--- src/rtl/led_serializer_if.sv ---
// Bundles the control inputs and status outputs of the LED serializer.
// The master side (stimulus or a controller) drives the requests and the
// parallel word; the slave side (the serializer) drives the display/status.
interface led_serializer_if;
    logic       load_re;
    logic       step_re;
    logic       auto_en;
    logic [7:0] switch_in;
    logic [7:0] led_output;
    logic       bit_out;
    logic [3:0] bits_left;
    logic       busy;
    logic       done;
    logic [7:0] segment_output;

    modport master (
        output load_re,
        output step_re,
        output auto_en,
        output switch_in,
        input  led_output,
        input  bit_out,
        input  bits_left,
        input  busy,
        input  done,
        input  segment_output
    );

    modport slave (
        input  load_re,
        input  step_re,
        input  auto_en,
        input  switch_in,
        output led_output,
        output bit_out,
        output bits_left,
        output busy,
        output done,
        output segment_output
    );
endinterface

--- src/rtl/led_serializer.sv ---
// LED serializer: loads an 8-bit word and shifts it out MSB first, one bit
// per step. Steps come from manual pulses or, while auto_en is high, from a
// divided tick. The shift register is shown on the LEDs and the current bit
// on a 7-segment digit ("1" or "0"), with the decimal point marking auto mode.
module led_serializer #(
    parameter int TICK_DIV = 50_000_000
) (
    input  logic            clk,
    input  logic            async_reset,
    led_serializer_if.slave bus
);

    localparam int CNT_W = (TICK_DIV > 2) ? $clog2(TICK_DIV) : 1;
    localparam logic [CNT_W-1:0] TICK_MAX = CNT_W'(TICK_DIV - 1);

    typedef enum logic [1:0] {
        ST_IDLE  = 2'd0,
        ST_SHIFT = 2'd1,
        ST_DONE  = 2'd2
    } state_t;

    state_t           state_r;
    logic [7:0]       shift_r;
    logic [3:0]       bits_left_r;
    logic [CNT_W-1:0] tick_cnt_r;

    logic             busy_s;
    logic             done_s;
    logic             bit_s;
    logic             tick_s;
    logic             step_s;

    // Digit pattern for the presented bit: "1" or "0", blank when not shifting.
    function automatic logic [6:0] seg_decode(input logic busy_v, input logic bit_v);
        logic [6:0] pattern;
        if (!busy_v) begin
            pattern = 7'b000_0000;
        end else if (bit_v) begin
            pattern = 7'b000_0110;
        end else begin
            pattern = 7'b011_1111;
        end
        return pattern;
    endfunction

    // Decode status from registered state and form the step event.
    always_comb begin
        busy_s = (state_r == ST_SHIFT);
        done_s = (state_r == ST_DONE);
        if (busy_s) begin
            bit_s = shift_r[7];
        end else begin
            bit_s = 1'b0;
        end
        // Tick only fires while shifting in auto mode; a coincident manual
        // pulse merges into the same single step.
        if (busy_s && bus.auto_en && (tick_cnt_r == TICK_MAX)) begin
            tick_s = 1'b1;
        end else begin
            tick_s = 1'b0;
        end
        step_s = bus.step_re | tick_s;
    end

    // Serializer FSM with shift register, bit counter and tick divider.
    always_ff @(posedge clk or negedge async_reset) begin
        if (!async_reset) begin
            state_r     <= ST_IDLE;
            shift_r     <= 8'h00;
            bits_left_r <= 4'd0;
            tick_cnt_r  <= '0;
        end else begin
            case (state_r)
                ST_IDLE: begin
                    tick_cnt_r <= '0;
                    if (bus.load_re) begin
                        shift_r     <= bus.switch_in;
                        bits_left_r <= 4'd8;
                        state_r     <= ST_SHIFT;
                    end else begin
                        state_r <= ST_IDLE;
                    end
                end
                ST_SHIFT: begin
                    if (bus.load_re) begin
                        // Reload wins over any step in the same cycle.
                        shift_r     <= bus.switch_in;
                        bits_left_r <= 4'd8;
                        tick_cnt_r  <= '0;
                    end else begin
                        if (!bus.auto_en || tick_s) begin
                            tick_cnt_r <= '0;
                        end else begin
                            tick_cnt_r <= tick_cnt_r + CNT_W'(1);
                        end
                        if (step_s) begin
                            shift_r     <= {shift_r[6:0], 1'b0};
                            bits_left_r <= bits_left_r - 4'd1;
                            if (bits_left_r == 4'd1) begin
                                state_r <= ST_DONE;
                            end else begin
                                state_r <= ST_SHIFT;
                            end
                        end else begin
                            state_r <= ST_SHIFT;
                        end
                    end
                end
                ST_DONE: begin
                    // Single-cycle completion; a load here is dropped.
                    tick_cnt_r <= '0;
                    state_r    <= ST_IDLE;
                end
                default: begin
                    state_r     <= ST_IDLE;
                    shift_r     <= 8'h00;
                    bits_left_r <= 4'd0;
                    tick_cnt_r  <= '0;
                end
            endcase
        end
    end

    assign bus.led_output     = shift_r;
    assign bus.bit_out        = bit_s;
    assign bus.bits_left      = bits_left_r;
    assign bus.busy           = busy_s;
    assign bus.done           = done_s;
    assign bus.segment_output = {busy_s & bus.auto_en, seg_decode(busy_s, bit_s)};

endmodule

--- src/flat_wrapper.sv ---
// flat-port wrapper written by rule: the top's interface ports become plain ports
module led_serializer_flat 
#(
    parameter int TICK_DIV = 50_000_000
)
  (clk, async_reset, bus_load_re, bus_step_re, bus_auto_en, bus_switch_in, bus_led_output, bus_bit_out, bus_bits_left, bus_busy, bus_done, bus_segment_output);
  led_serializer_if bus_i ();
  input  logic clk;
  input  logic async_reset;
  input wire logic [$bits(bus_i.load_re)-1:0] bus_load_re;
  input wire logic [$bits(bus_i.step_re)-1:0] bus_step_re;
  input wire logic [$bits(bus_i.auto_en)-1:0] bus_auto_en;
  input wire logic [$bits(bus_i.switch_in)-1:0] bus_switch_in;
  output wire logic [$bits(bus_i.led_output)-1:0] bus_led_output;
  output wire logic [$bits(bus_i.bit_out)-1:0] bus_bit_out;
  output wire logic [$bits(bus_i.bits_left)-1:0] bus_bits_left;
  output wire logic [$bits(bus_i.busy)-1:0] bus_busy;
  output wire logic [$bits(bus_i.done)-1:0] bus_done;
  output wire logic [$bits(bus_i.segment_output)-1:0] bus_segment_output;
  assign bus_i.load_re = bus_load_re;
  assign bus_i.step_re = bus_step_re;
  assign bus_i.auto_en = bus_auto_en;
  assign bus_i.switch_in = bus_switch_in;
  assign bus_led_output = bus_i.led_output;
  assign bus_bit_out = bus_i.bit_out;
  assign bus_bits_left = bus_i.bits_left;
  assign bus_busy = bus_i.busy;
  assign bus_done = bus_i.done;
  assign bus_segment_output = bus_i.segment_output;
  led_serializer #(.TICK_DIV(TICK_DIV)) u_core (.clk(clk), .async_reset(async_reset), .bus(bus_i));
endmodule
--- config.mk ---
export PLATFORM = sky130hd
export DESIGN_NAME = led_serializer_flat
export DESIGN_NICKNAME = d
export VERILOG_FILES = /design/src/rtl/led_serializer_if.sv /design/src/rtl/led_serializer.sv /design/src/flat_wrapper.sv
export SDC_FILE = /design/constraint.sdc
export NUM_CORES = 1
export LEC_CHECK = 0
export ABC_AREA = 1
export CAP_MARGIN = 20
export CELL_PAD_IN_SITES_DETAIL_PLACEMENT = 1
export CELL_PAD_IN_SITES_GLOBAL_PLACEMENT = 1
export CORE_MARGIN = 2
export CORE_UTILIZATION = 25
export CTS_CLUSTER_DIAMETER = 200
export DETAILED_ROUTE_END_ITERATION = 16
export PLACE_DENSITY = 0.65
export SLEW_MARGIN = 20
export SYNTH_ARGS = -nofsm -noshare
export SYNTH_HDL_FRONTEND = slang
export SYNTH_SLANG_ARGS = --single-unit
--- constraint.sdc ---
create_clock -name clk -period 4.6 [get_ports clk]
set_input_delay 0.92 -clock clk [delete_from_list [all_inputs] [get_ports clk]]
set_output_delay 0.92 -clock clk [all_outputs]
set_load 0.02 [all_outputs]
# Yosys cells after proc, flatten, opt, wreduce, memory -nomap -nowiden

Cells that the tools add are included.

Logic and storage cells: 42
Input bits: 13
Register bits: 40
Output and inout bits: 23

Bitwise operators: 3
Eq/ne operators: 7
Add/sub/neg operators: 2
Reduce and logical (&&, ||, !) cells: 6
Mux-type cells: 20

Operator list:

| kind                                                                   | number |
|---|---|
| 26-bit two-way mux                                                     | 3 |
| 26-bit by 1-bit adder with 26-bit output (second input constant)       | 1 |
| 26-bit equality test (second input constant)                           | 1 |
| 8-bit two-way mux                                                      | 3 |
| 8-bit one-hot mux with 3 select lines                                  | 1 |
| 4-bit two-way mux                                                      | 3 |
| 4-bit one-hot mux with 3 select lines                                  | 1 |
| 7-bit two-way mux                                                      | 1 |
| 2-bit two-way mux                                                      | 3 |
| 6-bit two-way mux                                                      | 1 |
| 4-bit by 1-bit equality test with 1-bit output (second input constant) | 1 |
| 2-bit != test (second input constant)                                  | 2 |
| 2-bit one-hot mux with 2 select lines                                  | 1 |
| 4-bit by 1-bit subtractor with 4-bit output (second input constant)    | 1 |
| 1-bit two-way mux                                                      | 3 |
| 3-bit != test (second input constant)                                  | 1 |
| 3-bit AND reduction                                                    | 1 |
| 2-bit by 1-bit equality test with 1-bit output (second input constant) | 1 |
| 2-bit equality test (second input constant)                            | 1 |
| 1-bit logical AND                                                      | 2 |
| 2-bit zero test                                                        | 1 |
| 1-bit AND                                                              | 1 |
| 1-bit zero test                                                        | 1 |
| 1-bit logical OR                                                       | 1 |
| other kinds (2)                                                        | 2 |

# Logic depth before layout (Yosys ltp)

Gate-level depths: netlist of the first run.

Depth in word-level cells: 8
Depth in mapped cells: 12
Depth with buffers taken out: 11

# Worst setup path before layout of the first run

Ideal clock, no wire load.

Kind: register to output
Start: register u_core.state_r[1]
End: output port bus_segment_output[3]
Arrival time: 1.145 ns
Data required time: 3.680 ns
Setup slack: 2.535 ns
Stages on the path, launching flop included: 5
Path through: dfrtp_1 > inv_2 > nand2_2 > nor2_1 > buf_4

Word-level cells in the longest chain between the ends: 4

RTL lines:

| element                                          | RTL line             | source |
|---|---|---|
| start: declaration                               | led_serializer.sv:22 | `state_t state_r;` |
| start signal: assignment                         | led_serializer.sv:68 | `state_r <= ST_IDLE;` |
| start signal: assignment                         | led_serializer.sv:79 | `state_r <= ST_SHIFT;` |
| start signal: assignment                         | led_serializer.sv:81 | `state_r <= ST_IDLE;` |
| 2-bit by 1-bit equality test with 1-bit output * | led_serializer.sv:48 | `busy_s = (state_r == ST_SHIFT);` |
| 1-bit two-way mux                                | led_serializer.sv:50 | `if (busy_s) begin` |
| 6-bit two-way mux                                | led_serializer.sv:38 | `end else if (bit_v) begin` |
| 7-bit two-way mux *                              | led_serializer.sv:36 | `if (!busy_v) begin` |
| end: declaration                                 | flat_wrapper.sv:19   | `output wire logic [$bits(bus_i.segment_output)-1:0] bus_segment_output;` |

Mark *: on every way between the ends. The rest lies on a longest branch, timed or not.

# Final worst setup path of the first run

Start: input port bus_auto_en
End: output port bus_segment_output[7]

Word-level cells in the longest chain between the ends: 1

RTL lines:

| element            | RTL line              | source |
|---|---|---|
| start: declaration | flat_wrapper.sv:12    | `input wire logic [$bits(bus_i.auto_en)-1:0] bus_auto_en;` |
| 1-bit AND          | led_serializer.sv:129 | `assign bus.segment_output = {busy_s & bus.auto_en, seg_decode(busy_s, bit_s)};` |

Every way passes these cells.

==> impl_metrics.json, run 1 <==
{
  "syn_inst": 322,
  "postRouteAntennaNets": 0,
  "root_buffer": "clkbuf_8",
  "p_seq_frac": 0.423,
  "critPathRequiredTime_ns": 3.68,
  "syn_nets": 338,
  "yosysTopAreaCell": "dfrtp_1",
  "final_cell_area_um2": 2774,
  "clock_power_share": 0.229,
  "criticalPathCategory": "in -> out",
  "cp-start-kind": "input port",
  "fill_cells": 1129,
  "ctsResizeCount": 0,
  "power_frac_comb": 0.348,
  "io_buffers": 34,
  "antenna_cells": 0,
  "powerDensity_nw_per_um2": 360.8,
  "grt_pass1_wl_mm": 10.78,
  "drive_gt1_frac": 0.06286,
  "dp_hpwl_mm": 4.595,
  "rows": 35,
  "path_max_fanout": 2,
  "grt_pass1_vias": 2269,
  "viasPerCell": 4.490,
  "hold_violations": 0,
  "die_h_um": 100.2,
  "grt_antenna_before_repair": 0,
  "min_period_ns": 3.095,
  "sw_frac_of_total": 0.3620,
  "synth_area_leaders": "dfrtp_1 43%, nand2_1 13%, nor2_1 9.6%",
  "hold_class": "reg -> reg",
  "gp_congestion": 0.7414,
  "die_area_um2": 10040,
  "drtPass1Iterations": 4,
  "postCtsHoldBufs": 0,
  "route.detailed.drc": 0,
  "post_cts_buffers": 0,
  "worstMarginPinSlew_ns": 0.9545,
  "clock_latency_ns": 0.30,
  "ys_seq_area_frac": 0.4327,
  "fin_nets": 366,
  "report.final.setup_viol": 0,
  "max_cap_viol_count": 0,
  "cts_made_buffers": 5,
  "ys_warn_count": 0,
  "ioPinCount": 36,
  "grt_max_degree": 41,
  "drt-initial-drc-count": 58,
  "internal-power_uw": 638.5,
  "core_um2": 9109,
  "fin_util": 0.3045,
  "leakage_nw": 1.255,
  "fin_ws_ns": 1.505,
  "finalCritPeriodShare": 0.6729,
  "ir_worst_vdd_v": 0.0001396,
  "setup_tns_ns": 0,
  "clockBufferDepth": 2,
  "async_flop_share": 1.000,
  "rsz0062_at_grt": "no",
  "ys_types": 26,
  "instances_no_fill": 461,
  "initial_core_util": 0.2540,
  "power.total_mw": 1.001,
  "place_inst": 454,
  "max_freq_ghz": 0.3231,
  "ys_ff_latch": 40,
  "synth_flop_cell": "dfrtp_1",
  "grt-ovfl-total": 0,
  "grt_util_all_layers": 0.1340,
  "cp-end-kind": "output port",
  "maxSlewViolCount": 0,
  "place_ws_ns": 1.501,
  "run_status": "complete, no violations",
  "die_w_um": 100.2,
  "wl_per_cell_um": 13.41,
  "dr_total_vias": 2070,
  "synth_top_area_frac": 0.4327,
  "worst_hold_slack_ns": 0.4726,
  "area_growth_pct": 19.90,
  "syn_area_um2": 2313,
  "place_area_um2": 2696,
  "synth_edf_count": 0,
  "wl_mm": 6.183,
  "htree_levels": 2,
  "arrival_ns": 2.18,
  "clock_sinks": 40,
  "cts.clk_slew.worst_paths_ns": 0.07,
  "synth.avg_cell_area_um2": 7.185,
  "slew_headroom": 0.3637,
  "cts_tree": "yes",
  "p_sw_uw": 362.3,
  "skew_ns": 0.01369
}
[power by group through the flow]
stage,combinational (mW),sequential (mW),clock [mW]
floorplan,0.180,0.461,0
global placement,0.348,0.432,0
detailed placement,0.352,0.432,0
CTS,0.353,0.425,0.247
global route,0.385,0.429,0.258
finish,0.348,0.424,0.229
[critical path, stage by stage]
cell and delay [ns]:
clkdlybuf4s50_1 0.48, inv_1 0.07, nor2_4 0.10, clkdlybuf4s50_1 0.60
[path summary, 6_finish.rpt]
check,start,endpoint,slack [ns],cells after the start
hold / removal,u_core.tick_cnt_r[0],u_core.tick_cnt_r[0],0.47,1
setup / recovery,bus_auto_en,bus_segment_output[7],1.50,4
hold reg to reg,u_core.tick_cnt_r[0],u_core.tick_cnt_r[0],0.47,1
setup reg to reg,u_core.tick_cnt_r[0],u_core.bus.led_output[7],2.55,11
max in group asynchronous,async_reset,u_core.tick_cnt_r[0],3.23,1
min in group asynchronous,async_reset,u_core.bus.bits_left[3],0.77,1
[state kept, by name, indices dropped and copies added (netlist names)]
| register | flops |
|---|---|
| u_core.state_r | 2 |
| u_core.tick_cnt_r | 26 |
| u_core.bus.led_output | 8 |
| u_core.bus.bits_left | 4 |
[cell usage after synthesis, types with 2 or more instances]
cell,instances
inv_2,2
clkbuf_1,2
xor2_1,7
inv_1,38
nand2_1,82
nor2_4,3
nor3_1,8
xnor2_1,3
dfrtp_1,40
buf_4,9
nor2_2,3
nand4_1,2
a31oi_1,2
nor2_1,59
a21oi_1,3
o21ai_1,2
o21ai_0,13
nand2_2,5
nand3_1,30
ha_1,3
[cells by family after synthesis]
family,after synthesis,share of synthesized area
other,1,0.001621
xor gates and xnor gates,10,0.03786
AOI/OAI and AO/OA,20,0.04434
adders and majority gates,3,0.01623
and+or+nand+nor,195,0.3629
DFF,40,0.4327
buffers and inverters,53,0.1044
[cells in the final DEF, fill, tap and decap left out, types with 3 or more instances in the layout]
| cell type | n |
|---|---|
| nor2_4 | 3 |
| clkdlybuf4s50_1 | 33 |
| o21ai_0 | 13 |
| ha_1 | 3 |
| nand3_1 | 30 |
| nand2_2 | 5 |
| a21oi_1 | 3 |
| xor2_1 | 7 |
| nor2_2 | 3 |
| xnor2_1 | 3 |
| nor2_1 | 59 |
| nor3_1 | 8 |
| inv_1 | 38 |
| clkbuf_8 | 5 |
| nand2_1 | 82 |
| dfrtp_1 | 40 |
[metal layers]
layer | track usage | wire length, um | up-vias
met5 | 0 | 0 | -
met4 | 0.03583 | 57 | 0
met3 | 0.02368 | 111 | 5
met2 | 0.2215 | 2923 | 24
met1 | 0.1813 | 3091 | 998
li1 | - | - | 1043
[area by class of cell]
type	instances	area, um2	share of cell area
tap	111	138.9	0.05007
multi-input combinational	229	1071	0.3861
clock buffer	6	72.57	0.02616
clock inverter	1	5.005	0.001804
sequential	40	1001	0.3608
timing repair buffer	34	335.3	0.1209
inverter	40	150.1	0.05413
Power figures use the tool's default switching activity.
==> run 2, diff against run 1 <==
--- a/config.mk
+++ b/config.mk
@@ -13,7 +13,7 @@
 export CORE_UTILIZATION = 25
 export CTS_CLUSTER_DIAMETER = 200
 export DETAILED_ROUTE_END_ITERATION = 16
-export PLACE_DENSITY = 0.65
+export PLACE_DENSITY = 0.67
 export SLEW_MARGIN = 20
 export SYNTH_ARGS = -nofsm -noshare
 export SYNTH_HDL_FRONTEND = slang
==> constraint.sdc (replaced) <==
create_clock -name clk -period 2.7 [get_ports clk]
set_input_delay 0.54 -clock clk [delete_from_list [all_inputs] [get_ports clk]]
set_output_delay 0.54 -clock clk [all_outputs]
set_load 0.02 [all_outputs]
==> run 2 against run 1 <==
  * Cell area is 2.3% higher
  * Total power grew 86%
  * Non-clock buffer count grew 2
  * Combinational power is 71% higher
  * Critical path type is now reg -> out
  * Highest routed layer unchanged
  * Global-route usage is 0.17 points lower
  * First-iteration DRC count decreased by 31%
  * Register-to-register slack lost 1.8 ns
  * Sequential power is 70% higher
==> impl_metrics.json, run 2 (synthesis gave the netlist of run 1 again) <==
{
  "run_status": "complete, no violations",
  "min_period_ns": 2.472,
  "gp_congestion": 0.7708,
  "postCtsHoldBufs": 0,
  "cts_tree": "yes",
  "antenna_cells": 0,
  "final_common_cell": "nand2_1",
  "die_w_um": 100.2,
  "ir_worst_vdd_v": 0.0001750,
  "cts_made_buffers": 5,
  "initial_core_util": 0.2540,
  "hold_violations": 0,
  "ioPinCount": 36,
  "root_buffer": "clkbuf_8",
  "drt-initial-drc-count": 40,
  "fin_ws_ns": 0.2280,
  "powerDensity_nw_per_um2": 656.2,
  "clock_sinks": 40,
  "power.total_mw": 1.862,
  "die_area_um2": 10040,
  "final_cell_area_um2": 2838,
  "htree_levels": 2,
  "setup_tns_ns": 0,
  "max_cap_viol_count": 0,
  "drtPass1Iterations": 4,
  "route.detailed.drc": 0,
  "core_um2": 9109,
  "fill_cells": 1142,
  "grt-ovfl-total": 0,
  "ctsResizeCount": 0,
  "place_inst": 456,
  "fin_nets": 368,
  "grt_antenna_before_repair": 0,
  "max_freq_ghz": 0.4045,
  "post_cts_buffers": 0,
  "mostFrequentLayoutCells": "82 x nand2_1, 59 x nor2_1, 40 x dfrtp_1",
  "place_ws_ns": 0.3592,
  "viasPerCell": 4.418,
  "ff_latch_area_um2": 1001,
  "grt_util_all_layers": 0.1323,
  "instances_no_fill": 464,
  "die_h_um": 100.2,
  "drive_gt1_frac": 0.07365,
  "hold_class": "in -> async",
  "critPathRequiredTime_ns": 2.16,
  "postRouteAntennaNets": 0,
  "leakage_nw": 1.288,
  "criticalPathCategory": "reg -> out",
  "place_area_um2": 2711,
  "arrival_ns": 1.93,
  "dp_hpwl_mm": 4.589,
  "regMostFlops": "u_core.tick_cnt_r",
  "cp-end-kind": "output port",
  "io_buffers": 34,
  "maxSlewViolCount": 0,
  "largest_reg_flops": 26,
  "regToRegStartpoint": "u_core.tick_cnt_r[0]",
  "rsz0062_at_grt": "no",
  "cp-start-kind": "flop",
  "multi_input_area_um2": 1071,
  "grt_pass1_wl_mm": 10.72,
  "rows": 35,
  "wl_per_cell_um": 13.05,
  "clock_latency_ns": 0.29,
  "slew_headroom": 0.3869,
  "r2r_end": "u_core.tick_cnt_r[11]",
  "worstMarginPinSlew_ns": 0.9196,
  "finalCritPeriodShare": 0.9155,
  "wl_mm": 6.055,
  "path_max_fanout": 13,
  "dr_total_vias": 2050,
  "report.final.setup_viol": 0,
  "grt_pass1_vias": 2274,
  "skew_ns": 0.005853,
  "cts.clk_slew.worst_paths_ns": 0.08,
  "clockBufferDepth": 2,
  "area_growth_pct": 22.66,
  "r2r_cells": 10,
  "grt_max_degree": 41,
  "r2r_setup_slack_ns": 0.74
}
==> run 2: cell count changes in the layout (fill, tap and decap cells not counted), sizes merged <==
cell,delta
buf,+2
bufinv,+1
clkbuf,+1
clkinv,-1
==> run 2: layout make-up <==
class / count / share of cell area
Sequential cell: 40 / 0.3527
Tap cell: 111 / 0.04894
Multi-Input combinational cell: 229 / 0.3774
Clock buffer: 7 / 0.03395
Inverter: 40 / 0.05291
Clock inverter: 1 / 0.01058
Timing Repair Buffer: 36 / 0.1235
==> run 2: metrics by stage <==
| step | hold slack (ns) | util |
|---|---|---|
| 3_3_place_gp | 0.4468 | 0.2977 |
| 6_report | 0.3747 | 0.3115 |
| 3_5_place_dp | 0.4642 | 0.2977 |
| 5_1_grt | 0.4550 | 0.3115 |
| 4_1_cts | 0.4182 | 0.3115 |
| 2_1_floorplan | 0.2444 | - |
==> run 2: worst max-delay path by stage <==
stage / from / to / slack (ns)
after floorplan: u_core.state_r[1] / bus_segment_output[3] / 1.02
after global placement: bus_auto_en / bus_segment_output[7] / 0.37
after detailed placement: bus_auto_en / bus_segment_output[7] / 0.36
after CTS: u_core.state_r[1] / bus_segment_output[4] / 0.21
after global routing: u_core.state_r[1] / bus_segment_output[0] / 0.08
final: u_core.state_r[1] / bus_segment_output[4] / 0.23
==> run 2: layer usage <==
layer  vias up  global-route usage  wire, um
li1       1047                   -         -
met1       968              0.1776      2825
met2        32              0.2246      3003
met3         3             0.02228       204
met4         0             0.02845        21
met5         -                   0         0
==> run 2: worst max-delay path, cell delays in order, from the launching register on <==
cell,delay (ns)
dfrtp_1,0.41
inv_2,0.20
nand2_2,0.16
nor2_1,0.22
clkdlybuf4s50_1,0.65
==> run 2: power by group <==
group	internal, mW	switching [mW]	leakage (nW)
sequential	0.657	0.0650	0.535
combinational	0.260	0.336	0.689
clock	0.326	0.218	0.0645
total	1.24	0.619	1.29
==> run 3, diff against run 2 <==
--- a/config.mk
+++ b/config.mk
@@ -11,7 +11,9 @@
 export CELL_PAD_IN_SITES_GLOBAL_PLACEMENT = 1
 export CORE_MARGIN = 2
 export CORE_UTILIZATION = 25
+export CTS_BUF_LIST = sky130_fd_sc_hd__clkbuf_16
 export CTS_CLUSTER_DIAMETER = 200
+export CTS_CLUSTER_SIZE = 8
 export DETAILED_ROUTE_END_ITERATION = 16
 export PLACE_DENSITY = 0.67
 export SLEW_MARGIN = 20
==> run 3 against run 2 <==
  * Clock-buffer cell count fell by 2
  * Total power rose by 6.8%
  * Wire length fell by 0.25%
  * Via count barely moved
  * Sequential share of layout area fell by 0.45 points
  * Global-route usage rose by 0.17 points
  * Cell area rose by 1.3%
  * Clock skew fell by 0.0032 ns
  * Core utilization rose by 0.40 points
==> impl_metrics.json, run 3 (synthesis gave the netlist of run 1 again) <==
{
  "leakage_nw": 1.303,
  "grt_antenna_before_repair": 0,
  "core_um2": 9109,
  "initial_core_util": 0.2540,
  "fin_nets": 368,
  "max_stage_delay_ns": 0.65,
  "clock_latency_ns": 0.28,
  "die_area_um2": 10040,
  "max_cap_viol_count": 0,
  "rows": 35,
  "path_max_fanout": 13,
  "wl_per_cell_um": 13.02,
  "postRouteAntennaNets": 0,
  "setup_tns_ns": 0,
  "regMostFlops": "u_core.tick_cnt_r",
  "clockBufferDepth": 2,
  "antenna_cells": 0,
  "final_cell_area_um2": 2874,
  "cp-end-kind": "output port",
  "cts.clk_slew.worst_paths_ns": 0.06,
  "place_inst": 456,
  "cp_top_family": "buffers and inverters",
  "largest_reg_flops": 26,
  "grt_util_all_layers": 0.1340,
  "grt-ovfl-total": 0,
  "ir_worst_vdd_v": 0.0002378,
  "worstMarginPinSlew_ns": 0.9124,
  "hold_violations": 0,
  "cts_made_buffers": 5,
  "arrival_ns": 1.91,
  "post_cts_buffers": 0,
  "place_ws_ns": 0.3592,
  "viasPerCell": 4.416,
  "grt_max_degree": 41,
  "powerDensity_nw_per_um2": 691.8,
  "mostFrequentLayoutCells": "82 x nand2_1, 59 x nor2_1, 40 x dfrtp_1",
  "grt_pass1_wl_mm": 10.85,
  "worst_path_max_delay_cell": "clkdlybuf4s50_1",
  "root_buffer": "clkbuf_16",
  "rsz0062_at_grt": "no",
  "fin_ws_ns": 0.2460,
  "area_growth_pct": 24.23,
  "dp_hpwl_mm": 4.589,
  "ctsResizeCount": 0,
  "ioPinCount": 36,
  "postCtsHoldBufs": 0,
  "die_h_um": 100.2,
  "place_area_um2": 2711,
  "drtPass1Iterations": 4,
  "path_buf_inv": 2,
  "slew_headroom": 0.3917,
  "max_freq_ghz": 0.4075,
  "finalCritPeriodShare": 0.9089,
  "skew_ns": 0.002678,
  "critPathRequiredTime_ns": 2.16,
  "hold_class": "in -> async",
  "clock_sinks": 40,
  "drive_gt1_frac": 0.06799,
  "wl_mm": 6.040,
  "die_w_um": 100.2,
  "drt-initial-drc-count": 32,
  "gp_congestion": 0.7708,
  "io_buffers": 34,
  "dr_total_vias": 2049,
  "instances_no_fill": 464,
  "htree_levels": 2,
  "worst_hold_slack_ns": 0.3890,
  "run_status": "complete, no violations",
  "route.detailed.drc": 0,
  "path_cells": "inv_2, nand2_2, nor2_1, clkdlybuf4s50_1",
  "criticalPathCategory": "reg -> out",
  "cts_tree": "yes",
  "maxSlewViolCount": 0,
  "report.final.setup_viol": 0,
  "cp-start-kind": "flop",
  "final_common_cell": "nand2_1",
  "grt_pass1_vias": 2301,
  "min_period_ns": 2.454
}
run 3: layer usage:
metal  wire length (um)  vias up  global-route usage
met4                 62        0             0.03793
met1               2866      979              0.1740
li1                   -     1046                   -
met3                130        5             0.02298
met2               2981       19              0.2297
met5                  0        -                   0
run 3: area by class of cell:
class / count / area, um2
Clock inverter: 3 / 37.54
Clock buffer: 5 / 125.1
Tap cell: 111 / 138.9
Timing Repair Buffer: 36 / 350.3
Inverter: 40 / 150.1
Multi-Input combinational cell: 229 / 1071
Sequential cell: 40 / 1001
Fill cell: 1144 / 6235
run 3: power by group:
part           switching (mW)  internal, mW  leakage, nW  total, mW
Clock                   0.238         0.430       0.0789      0.668
Combinational           0.337         0.260        0.689      0.597
Sequential             0.0646         0.659        0.535      0.723
run 3: through the flow:
step	util	power, mW
final	0.3155	1.988
after global routing	0.3155	2.109
after CTS	0.3155	2.018
after detailed placement	0.2977	1.340
after global placement	0.2977	1.330
after floorplan	-	1.092
run 3: path summary, 6_finish.rpt:
| kind | cells past startpoint | endpoint | start | slack [ns] |
|---|---|---|---|---|
| worst max-delay path | 4 | bus_segment_output[4] | u_core.state_r[1] | 0.25 |
| max in group asynchronous | 1 | u_core.bus.led_output[3] | async_reset | 1.74 |
| worst max register to register | 10 | u_core.tick_cnt_r[16] | u_core.tick_cnt_r[0] | 0.74 |
| worst min register to register | 1 | u_core.tick_cnt_r[0] | u_core.tick_cnt_r[0] | 0.47 |
| worst min-delay path | 1 | u_core.bus.bits_left[3] | async_reset | 0.39 |
| min in group clk | 1 | u_core.tick_cnt_r[0] | u_core.tick_cnt_r[0] | 0.47 |
